File: src/rtl/quad_decoder.sv
// Quadrature encoder decoder: synchronizes channels A/B, decodes each
// prev->cur transition into a step pulse, direction and a wrapping
// N-bit position count with synchronous load.
// Optional feature macro: QUAD_DEC_ERR_EN enables the sticky err flag for
// illegal (double-change) transitions; without it err is tied to 0.
module quad_decoder #(
    parameter int N = 8
) (
    input  logic         clk,
    input  logic         reset,
    input  logic         a_in,
    input  logic         b_in,
    input  logic         ld,
    input  logic [N-1:0] din,
    output logic         step,
    output logic         dir,
    output logic [N-1:0] count,
    output logic         err
);

    // Warm-up sequencer: three edges after reset release before decoding
    typedef enum logic [1:0] {
        WARM0,
        WARM1,
        WARM2,
        RUN
    } state_t;

    state_t     state;
    logic       aSync1;
    logic       aSync2;
    logic       bSync1;
    logic       bSync2;
    logic [1:0] cur;
    logic [1:0] prev;
    logic       decodeEn;
    logic       fwd;
    logic       rev;

    // Two-flop synchronizers for the asynchronous encoder channels
    always_ff @(posedge clk or negedge reset) begin
        if (!reset) begin
            aSync1 <= 1'b0;
            aSync2 <= 1'b0;
            bSync1 <= 1'b0;
            bSync2 <= 1'b0;
        end else begin
            aSync1 <= a_in;
            aSync2 <= aSync1;
            bSync1 <= b_in;
            bSync2 <= bSync1;
        end
    end

    assign cur      = {aSync2, bSync2};
    assign decodeEn = (state == RUN);

    // Classify prev->cur as forward (00,01,11,10 order) or reverse
    always_comb begin
        fwd = 1'b0;
        rev = 1'b0;
        case ({prev, cur})
            4'b0001, 4'b0111, 4'b1110, 4'b1000: fwd = 1'b1;
            4'b0010, 4'b1011, 4'b1101, 4'b0100: rev = 1'b1;
            default: ;
        endcase
    end

    // Warm-up state, prev tracking and registered step/dir/count outputs
    always_ff @(posedge clk or negedge reset) begin
        if (!reset) begin
            state <= WARM0;
            prev  <= 2'b00;
            step  <= 1'b0;
            dir   <= 1'b0;
            count <= '0;
        end else begin
            prev <= cur;
            step <= 1'b0;
            case (state)
                WARM0:   state <= WARM1;
                WARM1:   state <= WARM2;
                WARM2:   state <= RUN;
                default: state <= RUN;
            endcase
            if (ld) begin
                count <= din;
            end else if (decodeEn && fwd) begin
                count <= count + N'(1);
                dir   <= 1'b1;
                step  <= 1'b1;
            end else if (decodeEn && rev) begin
                count <= count - N'(1);
                dir   <= 1'b0;
                step  <= 1'b1;
            end
        end
    end

`ifdef QUAD_DEC_ERR_EN
    logic illegal;

    assign illegal = ((prev ^ cur) == 2'b11);

    // Sticky illegal-transition flag; an illegal transition wins over a load
    always_ff @(posedge clk or negedge reset) begin
        if (!reset) begin
            err <= 1'b0;
        end else if (decodeEn && illegal) begin
            err <= 1'b1;
        end else if (ld) begin
            err <= 1'b0;
        end
    end
`else
    assign err = 1'b0;
`endif

endmodule

File: config.mk
export PLATFORM = sky130hd
export DESIGN_NAME = quad_decoder
export DESIGN_NICKNAME = d
export VERILOG_FILES = /design/src/rtl/quad_decoder.sv
export SDC_FILE = /design/constraint.sdc
export NUM_CORES = 1
export LEC_CHECK = 0
export CORE_MARGIN = 2
export CORE_UTILIZATION = 55
export DETAILED_ROUTE_END_ITERATION = 8
export DONT_BUFFER_PORTS = 1
export PLACE_DENSITY = 0.76
export SLEW_MARGIN = 10
export SYNTH_ARGS = -nofsm -noshare
export SYNTH_HDL_FRONTEND = slang
export SYNTH_SLANG_ARGS = --single-unit
File: constraint.sdc
create_clock -name clk -period 5.1 [get_ports clk]
set_input_delay 0.51 -clock clk [delete_from_list [all_inputs] [get_ports clk]]
set_output_delay 0.51 -clock clk [all_outputs]
set_load 0.05 [all_outputs]
==> reports/results.ini, run 1 <==
[outcome]
outcome = completed

[floorplanning]
die-area_um2 = 2200
num_rows = 15
num_io_pins = 24
die_x_um = 46.9
fp.coreArea_um2 = 1730
die_h_um = 46.9
initial_utilization_pct = 58.6

[grt]
first_global_vias = 674
grt_max_degree = 21
grt.total_usage_pct = 19.3
grt_pass1_wl_um = 2920
antenna_found_initial = 0
grt_overflow = 0

[route]
first_pass_iters = 4
postRouteAntennaNets = 0
drt-initial-drc-count = 16
wl_per_cell_um = 15.5
drt-total-wl_um = 1900
vias_per_cell = 5.65
drc_errors = 0
vias = 695

[critical_path]
crit_fanout = 12
required_ns = 5.28
r2r_slack_ns = 2.07
crit_buf_inv = 1
worstPathArrival_ns = 3.20
cpMaxStageDelayCell = a2111oi_0
crit_family = compound AO/OA/AOI/OAI gates
cp-start-kind = register
cpMostUsedCell = a2111oi_0
end_kind = register
max_stage_delay_ns = 0.48
crit_type = register to register
crit_chain = xnor2_1, and3b_2, inv_1, ha_1, o211a_1, a211oi_2, a2111oi_0, a2111oi_0, nand3_1

[power]
p_leak_nw = 0.469
vdd_ir_drop_max_uv = 269
power_mw = 0.551
powerDensity_nw_per_um2 = 516

[finish]
n_antenna_cell = 0
mostFrequentLayoutCell = dfrtp_1
multi_input_area_um2 = 537
postLayoutCellArea_um2 = 1070
ff_latch_area_um2 = 450
layout_common_cells = dfrtp_1, o21ai_0, xnor2_1
final_cells = 123
final_layout_size_suffix_gt1_share_pct = 9.18
syn_to_final_growth_pct = 5.69
final_nets = 120
fill_cells = 150

[min_path]
hold_path_class = input pin to register

[timing]
timing.slew.headroom_pct = 46.0
finalHoldViolations = 0
rsz0062_at_grt = false
layout_setup_ws_ns = 2.07
fin_crit_sh_pct = 59.3
timing.final.crit_period_ns = 3.03
slew_viol_final = 0
worstMarginPinSlew_ns = 0.807
tns_ns = 0
skew_ns = 0.0107
max_freq_mhz = 330
setup_viol = 0

[cts]
cts_tree = built
cts_max_level = 1
cts_max_path_buffers = 2
clkTransAtPathRegs_ns = 0.11
cts_resized = 0
clkSinkCount = 18
numCtsBuffers = 3
clock_latency_ns = 0.30
clockRootBuffer = clkbuf_4

[synthesis]
ys_warn_count = 0
yosysTopAreaCell = dfrtp_1
synth-seq-cells = 18
syn_area_um2 = 1010
seq_area_frac_synth_pct = 44.6
synth_area_per_cell_um2 = 10.4
synth.distinct_cells = 32
synth_top_area_share_pct = 44.6
synthCells = 97
synthTopCellsByArea = dfrtp_1, ha_1, xnor2_1, o21ai_0, a21oi_1
syn-num-nets = 118

[placement]
dpl_cell_area_um2 = 1020
dp_hpwl_um = 1390
dp_slack_ns = 2.15
io_buffers = 0
place_inst = 118
gp_congestion = 0.875

[flow_run]
maxCapViolCount = 0

[worst register-to-register path: stages, from the launching register on]
cell and delay [ns]:
dfrtp_1 0.41, xnor2_1 0.21, and3b_2 0.24, inv_1 0.30, ha_1 0.36, o211a_1 0.25, a211oi_2 0.34, a2111oi_0 0.18
a2111oi_0 0.48, nand3_1 0.14
[cell type report]
| type | instances | area share [%] |
|---|---|---|
| Sequential cell | 18 | 42.2 |
| Timing Repair Buffer | 1 | 0.937 |
| Tap cell | 25 | 2.93 |
| Clock buffer | 4 | 3.40 |
| Inverter | 1 | 0.351 |
| Multi-Input combinational cell | 74 | 50.2 |
[synthesized netlist by cell type]
cell type / n
a211oi_2: 1
xnor2_1: 8
o211a_1: 1
nand2_2: 1
inv_1: 1
clkbuf_1: 2
nand2b_1: 3
nor2b_1: 1
a211o_1: 1
nor2_1: 5
mux2i_1: 3
nand3_1: 2
ha_1: 7
a21oi_1: 6
a311o_1: 1
or4b_1: 1
fa_1: 1
xor2_1: 1
or2_2: 1
and3b_2: 1
nand2_1: 7
buf_2: 1
dfrtp_1: 18
a2111oi_0: 2
and2_2: 1
buf_4: 1
a21o_1: 4
nand4_1: 1
o21a_1: 1
o21ai_0: 9
and2_1: 3
conb_1: 1
[power breakdown]
part | switching, mW | internal (mW) | total, mW
Clock | 0.0440 | 0.0435 | 0.0876
Combinational | 0.103 | 0.0941 | 0.197
Sequential | 0.102 | 0.165 | 0.267
Total | 0.249 | 0.302 | 0.551
[kinds of logic (layout without fill, tap and decap cells)]
family	Yosys count	after routing	synth area share, %
AOI/OAI and AO/OA	26	26	17.0
xor gates and xnor gates	9	9	7.80
adders and majority gates	8	8	10.6
buffers and inverters	5	6	2.35
DFF	18	18	44.6
muxes	3	3	2.97
other	1	1	0.371
and+or+nand+nor	27	27	14.4
[flip-flops by register name, summed over array words and instances, names as in the netlist]
register and cells:
count 8, prev 2, state 2, aSync1 1, aSync2 1, bSync1 1
bSync2 1, dir 1, step 1
[worst paths after layout]
check / startpoint / to / cells past startpoint
hold reg to reg: bSync1 / bSync2 / 0
setup reg to reg: bSync2 / count[7] / 9
setup / recovery: bSync2 / count[7] / 9
max in group asynchronous: reset / count[1] / 1
hold / removal: b_in / bSync1 / 0
min in group asynchronous: reset / count[7] / 1
[metal layers]
layer  part of all wire [%]  vias to the layer above  GRT usage, %
met3                    4.6                        5          5.00
met4                    2.2                        0          12.2
met2                     47                       16          29.9
li1                       -                      340             -
met1                     46                      334          24.1
met5                      0                        -             0
[metrics by stage]
step / util [%] / hold slack, ns
global route: 61.9 / 0.210
CTS: 61.9 / 0.236
detailed placement: 59.2 / 0.215
finish: 61.9 / 0.240
floorplan: - / 0.214
global placement: 59.2 / 0.215
[timing repair]
action                    CTS  global route
hold endpoints to repair   18             0
setup buffers               0             0
hold buffers                1             0
Note: power is estimated with default switching activity, not from simulation.
==> run 2: changes to the inputs <==
Settings changed: CORE_UTILIZATION 55 to 54, PLACE_DENSITY 0.76 to 0.78.
Clock period 5.1 ns to 2.5 ns, I/O delays scaled along.
==> run 2 against run 1 <==
Against the previous run: the flow now finishes with violations (setup timing); setup slack got worse by 2.2 ns; utilization is 10 points higher; critical path depth up 2; cell area is 18% higher; combinational power grew to 3.3 times the previous value; clock skew decreased by 0.0074 ns; routed wire length grew 13%; via count increased by 14%; maximum frequency grew 15%; sequential power is 68% higher; register-to-register slack lost 2.2 ns; flip-flop and latch count unchanged; critical endpoint unchanged.
==> reports/results.ini, run 2 (same netlist as run 1, synthesis figures left out) <==
[outcome]
outcome = finished with violations
violations = setup timing

[grt]
grtUsageMet2_pct = 33.5
grt_pass1_wl_um = 3210
grt_max_degree = 21
grt.total_usage_pct = 20.8
grt_overflow = 0
first_global_vias = 776
grtUsageMet3_pct = 5.00
busiest_layer = met2
antenna_found_initial = 0
gr-usage-met1_pct = 26.2

[power]
p_seq_share_pct = 35.2
power_switching_mw = 0.549
combPwrFrac_pct = 50.7
clockPowerShare_pct = 14.1
p_leak_nw = 0.559
vdd_ir_drop_max_uv = 675
switching_share_pct = 43.1
powerDensity_nw_per_um2 = 1010
p_int_mw = 0.724

[finish]
final_nets = 138
top_register = count
reg_top3 = count: 8 flops, prev: 2 flops, state: 2 flops
fill_cells = 135
ff_latch_area_um2 = 450
mostFrequentLayoutCell = dfrtp_1
final_layout_size_suffix_gt1_share_pct = 26.7
syn_to_final_growth_pct = 24.4
n_antenna_cell = 0
postLayoutCellArea_um2 = 1260
multi_input_area_um2 = 578
largest_reg_flops = 8
layout_common_cells = dfrtp_1, buf_4, o21ai_0

[placement]
dp_hpwl_um = 1400
dp_slack_ns = -0.0141
io_buffers = 0
dpl_cell_area_um2 = 1130
gp_congestion = 0.886

[critical_path]
cp-start-kind = register
crit_fanout = 5
worstPathArrival_ns = 2.87
crit_type = register to register
end_kind = register
required_ns = 2.74

[route]
drt-total-wl_um = 2150
vias_per_cell = 5.60
vias = 790
postRouteAntennaNets = 0
drc_errors = 0
first_pass_iters = 4
drt-initial-drc-count = 4
wl_per_cell_um = 15.2

[timing]
layout_setup_ws_ns = -0.131
max_freq_mhz = 380
slew_viol_final = 0
tns_ns = -0.145
worstMarginPinSlew_ns = 0.802
setup_viol = 2
timing.slew.headroom_pct = 46.4
finalHoldViolations = 0
timing.final.crit_period_ns = 2.63
rsz0062_at_grt = true
fin_crit_sh_pct = 105
skew_ns = 0.00331

[cts]
numCtsBuffers = 3
cts_max_path_buffers = 2
clkTransAtPathRegs_ns = 0.10
clockRootBuffer = clkbuf_4
cts_max_level = 1
clock_latency_ns = 0.30
cts_tree = built
clkSinkCount = 18

[min_path]
hold_path_class = input pin to register

[floorplanning]
fp.coreArea_um2 = 1750
die-area_um2 = 2230
num_io_pins = 24
num_rows = 15
die_x_um = 47.3
initial_utilization_pct = 57.9
die_h_um = 47.3

[flow_run]
maxCapViolCount = 0

-- run 2: changes by cell type in the layout (fill, tap and decap cells not counted), moves of 2 or more --
cell	change
a2111oi_0	-2
a2111oi_1	+2
buf_4	+15
dlygate4sd3_1	+2
ha_1	-2
ha_4	+2
-- run 2: worst max-delay path: stages, from the launching register on --
cell        delay, ns
dfrtp_1          0.40
xnor2_1          0.16
and3b_2          0.28
clkinvlp_4       0.15
buf_6            0.16
ha_4             0.28
and2_1           0.18
a211oi_2         0.07
buf_4            0.14
a21o_1           0.19
or4b_1           0.48
nand3_1          0.09
-- run 2: routing by layer --
layer	up-vias	wire length, um
met1	382	971
met3	5	130
li1	376	-
met2	27	1000
met4	0	44
met5	-	0
-- run 2: worst paths after layout --
path | from | to | slack [ns] | cells after the start
min in group asynchronous | reset | count[7] | 0.47 | 1
max in group asynchronous | reset | prev[0] | 1.53 | 1
worst max register to register | bSync2 | count[7] | -0.13 | 11
worst min-delay path | ld | step | 0.01 | 1
worst max-delay path | bSync2 | count[7] | -0.13 | 11
worst min register to register | bSync1 | bSync2 | 0.37 | 0
-- run 2: what timing repair did --
| action | 4_1_cts | 5_1_grt |
|---|---|---|
| buffers inserted | 0 | 4 |
| hold buffers | 3 | 0 |
| endpoints found under the hold margin | 20 | 0 |
| setup endpoints to repair | 2 | 3 |
| gates resized for setup | 0 | 8 |
| pin swaps | 0 | 5 |
-- run 2: area by class of cell --
type	instances	share of cell area (%)
clock buffers	4	2.89
repair buffers	19	12.2
flip-flops and latches	18	35.8
multi-input cells	74	46.0
well taps	25	2.49
inverters	1	0.597
-- run 2: stage by stage --
| step | hold WS, ns | instances | utilization [%] | total power, mW |
|---|---|---|---|---|
| floorplan | -0.0456 | 97 | - | 0.882 |
| global placement | -0.0451 | 130 | 64.7 | 1.01 |
| detailed placement | -0.0452 | 130 | 64.7 | 1.02 |
| CTS | 0.00933 | 137 | 68.5 | 1.22 |
| global route | 0.00876 | 141 | 72.0 | 1.35 |
| finish | 0.0137 | 141 | 72.0 | 1.27 |
-- run 2: power groups by stage --
stage	Combinational, mW	Sequential, mW	Clock, mW
final	0.645	0.448	0.180
after global routing	0.701	0.457	0.196
after CTS	0.589	0.445	0.183
after detailed placement	0.569	0.451	0
after global placement	0.556	0.450	0
after floorplan	0.341	0.542	0
==> run 3: changes to the inputs <==
Settings changed: SETUP_SLACK_MARGIN set to 0.5.
==> run 3 against run 2 <==
Against the previous run: the run still ends with setup timing left; flip-flop and latch count did not move; clock power barely moved; die area did not move; maximum frequency fell by 0.63%; power rose by 14%; combinational power rose by 30%; setup slack got worse by 0.017 ns; utilization rose by 9.6 points; sequential share of layout area fell by 4.2 points; routed wire length rose by 21%; critical path depth did not move; first-iteration DRC count rose to 6.3 times the previous value; largest cell class unchanged; highest routed layer unchanged.
==> reports/results.ini, run 3 (same netlist as run 1, synthesis figures left out) <==
[outcome]
outcome = finished with violations
violations = setup timing

[placement]
dp_hpwl_um = 1510
dp_slack_ns = -0.155
io_buffers = 0
place_inst = 131
dpl_cell_area_um2 = 1150
gp_congestion = 0.832

[cts]
cts_max_level = 1
clockRootBuffer = clkbuf_4
cts_tree = built
numCtsBuffers = 3
clkTransAtPathRegs_ns = 0.12
cts_max_path_buffers = 2
clkSinkCount = 18
clock_latency_ns = 0.29

[grt]
grt_pass1_wl_um = 3330
grt_overflow = 0
grt.total_usage_pct = 21.9
antenna_found_initial = 0
grt_max_degree = 21
first_global_vias = 718

[route]
drt-initial-drc-count = 25
wl_per_cell_um = 17.5
first_pass_iters = 4
drc_errors = 0
drt-total-wl_um = 2610
postRouteAntennaNets = 0
vias = 842
vias_per_cell = 5.65

[timing]
slew_viol_final = 0
tns_ns = -0.289
fin_crit_sh_pct = 106
timing.hold.ws_ns = 0.00785
rsz0062_at_grt = true
skew_ns = 0.0145
timing.final.crit_period_ns = 2.65
worstMarginPinSlew_ns = 0.821
finalHoldViolations = 0
setup_viol = 3
timing.slew.headroom_pct = 45.1
max_freq_mhz = 378
layout_setup_ws_ns = -0.148

[finish]
multi_input_area_um2 = 666
layout_common_cells = buf_4, dfrtp_1, nand2_1
fin_util_pct = 81.6
top_register = count
reg_top3 = count: 8 flops, prev: 2 flops, state: 2 flops
ff_latch_area_um2 = 450
n_antenna_cell = 0
final_cells = 149
mostFrequentLayoutCell = buf_4
postLayoutCellArea_um2 = 1430
largest_reg_flops = 8
syn_to_final_growth_pct = 41.0
final_nets = 146
fill_cells = 104
final_layout_size_suffix_gt1_share_pct = 41.1

[floorplanning]
die_h_um = 47.3
die-area_um2 = 2230
num_io_pins = 24
initial_utilization_pct = 57.9
num_rows = 15
die_x_um = 47.3
fp.coreArea_um2 = 1750

[critical_path]
crit_chain = xnor2_2, and3b_2, clkinvlp_4, buf_12, ha_4, o211a_1, a211oi_2, buf_4, a21o_1, or4b_1, nand3_1
cpMaxStageDelayCell = or4b_1
worstPathArrival_ns = 2.89
cp-start-kind = register
end_kind = register
crit_family = simple AND/OR/NAND/NOR gates
crit_fanout = 5
required_ns = 2.74
crit_type = register to register
max_stage_delay_ns = 0.48
crit_buf_inv = 3

[power]
power_mw = 1.45
p_seq_share_pct = 29.7
p_int_mw = 0.822
vdd_ir_drop_max_uv = 713
switching_share_pct = 43.4
combPwrFrac_pct = 57.8
p_leak_nw = 0.632
power_switching_mw = 0.631
powerDensity_nw_per_um2 = 1020
clockPowerShare_pct = 12.5

[min_path]
hold_path_class = input pin to register

[flow_run]
maxCapViolCount = 0

[run 3: changes by cell type in the layout (fill, tap and decap cells not counted), sizes merged]
cell  delta
buf      +8
[run 3: final timing paths]
check / from / cells past startpoint / endpoint / slack [ns]
min reg2reg: aSync1 / 0 / aSync2 / 0.36
min in group asynchronous: reset / 1 / count[6] / 0.48
max in group asynchronous: reset / 1 / state[1] / 1.50
max reg2reg: bSync2 / 11 / count[7] / -0.15
min: ld / 1 / count[2] / 0.008
max: bSync2 / 11 / count[7] / -0.15
[run 3: cell type report]
| cell class | instances | share of cell area [%] |
|---|---|---|
| multi-input combinational | 74 | 46.7 |
| sequential | 18 | 31.6 |
| timing repair buffer | 27 | 16.4 |
| clock buffer | 4 | 2.55 |
| tap | 25 | 2.19 |
| inverter | 1 | 0.527 |
[run 3: repair_timing]
action / in CTS / in global routing
buffers inserted: 5 / 6
pin swaps: 10 / 11
endpoints found under the hold margin: 20 / 0
resized for setup: 11 / 12
hold buffers: 3 / 0
setup endpoints to repair: 6 / 7
[run 3: power by group through the flow]
stage	clock network, mW	registers (mW)	logic, mW
detailed placement	0	0.434	0.622
global route	0.200	0.439	0.883
global placement	0	0.432	0.603
finish	0.182	0.432	0.840
floorplan	0	0.544	0.353
CTS	0.186	0.428	0.697
[run 3: metal layers]
layer,part of all wire (%),vias to the layer above,track usage [%]
met1,45,403,30.8
met3,4.7,8,5.00
met4,3.3,0,6.67
met5,0,-,0
met2,47,33,33.5
li1,-,398,-
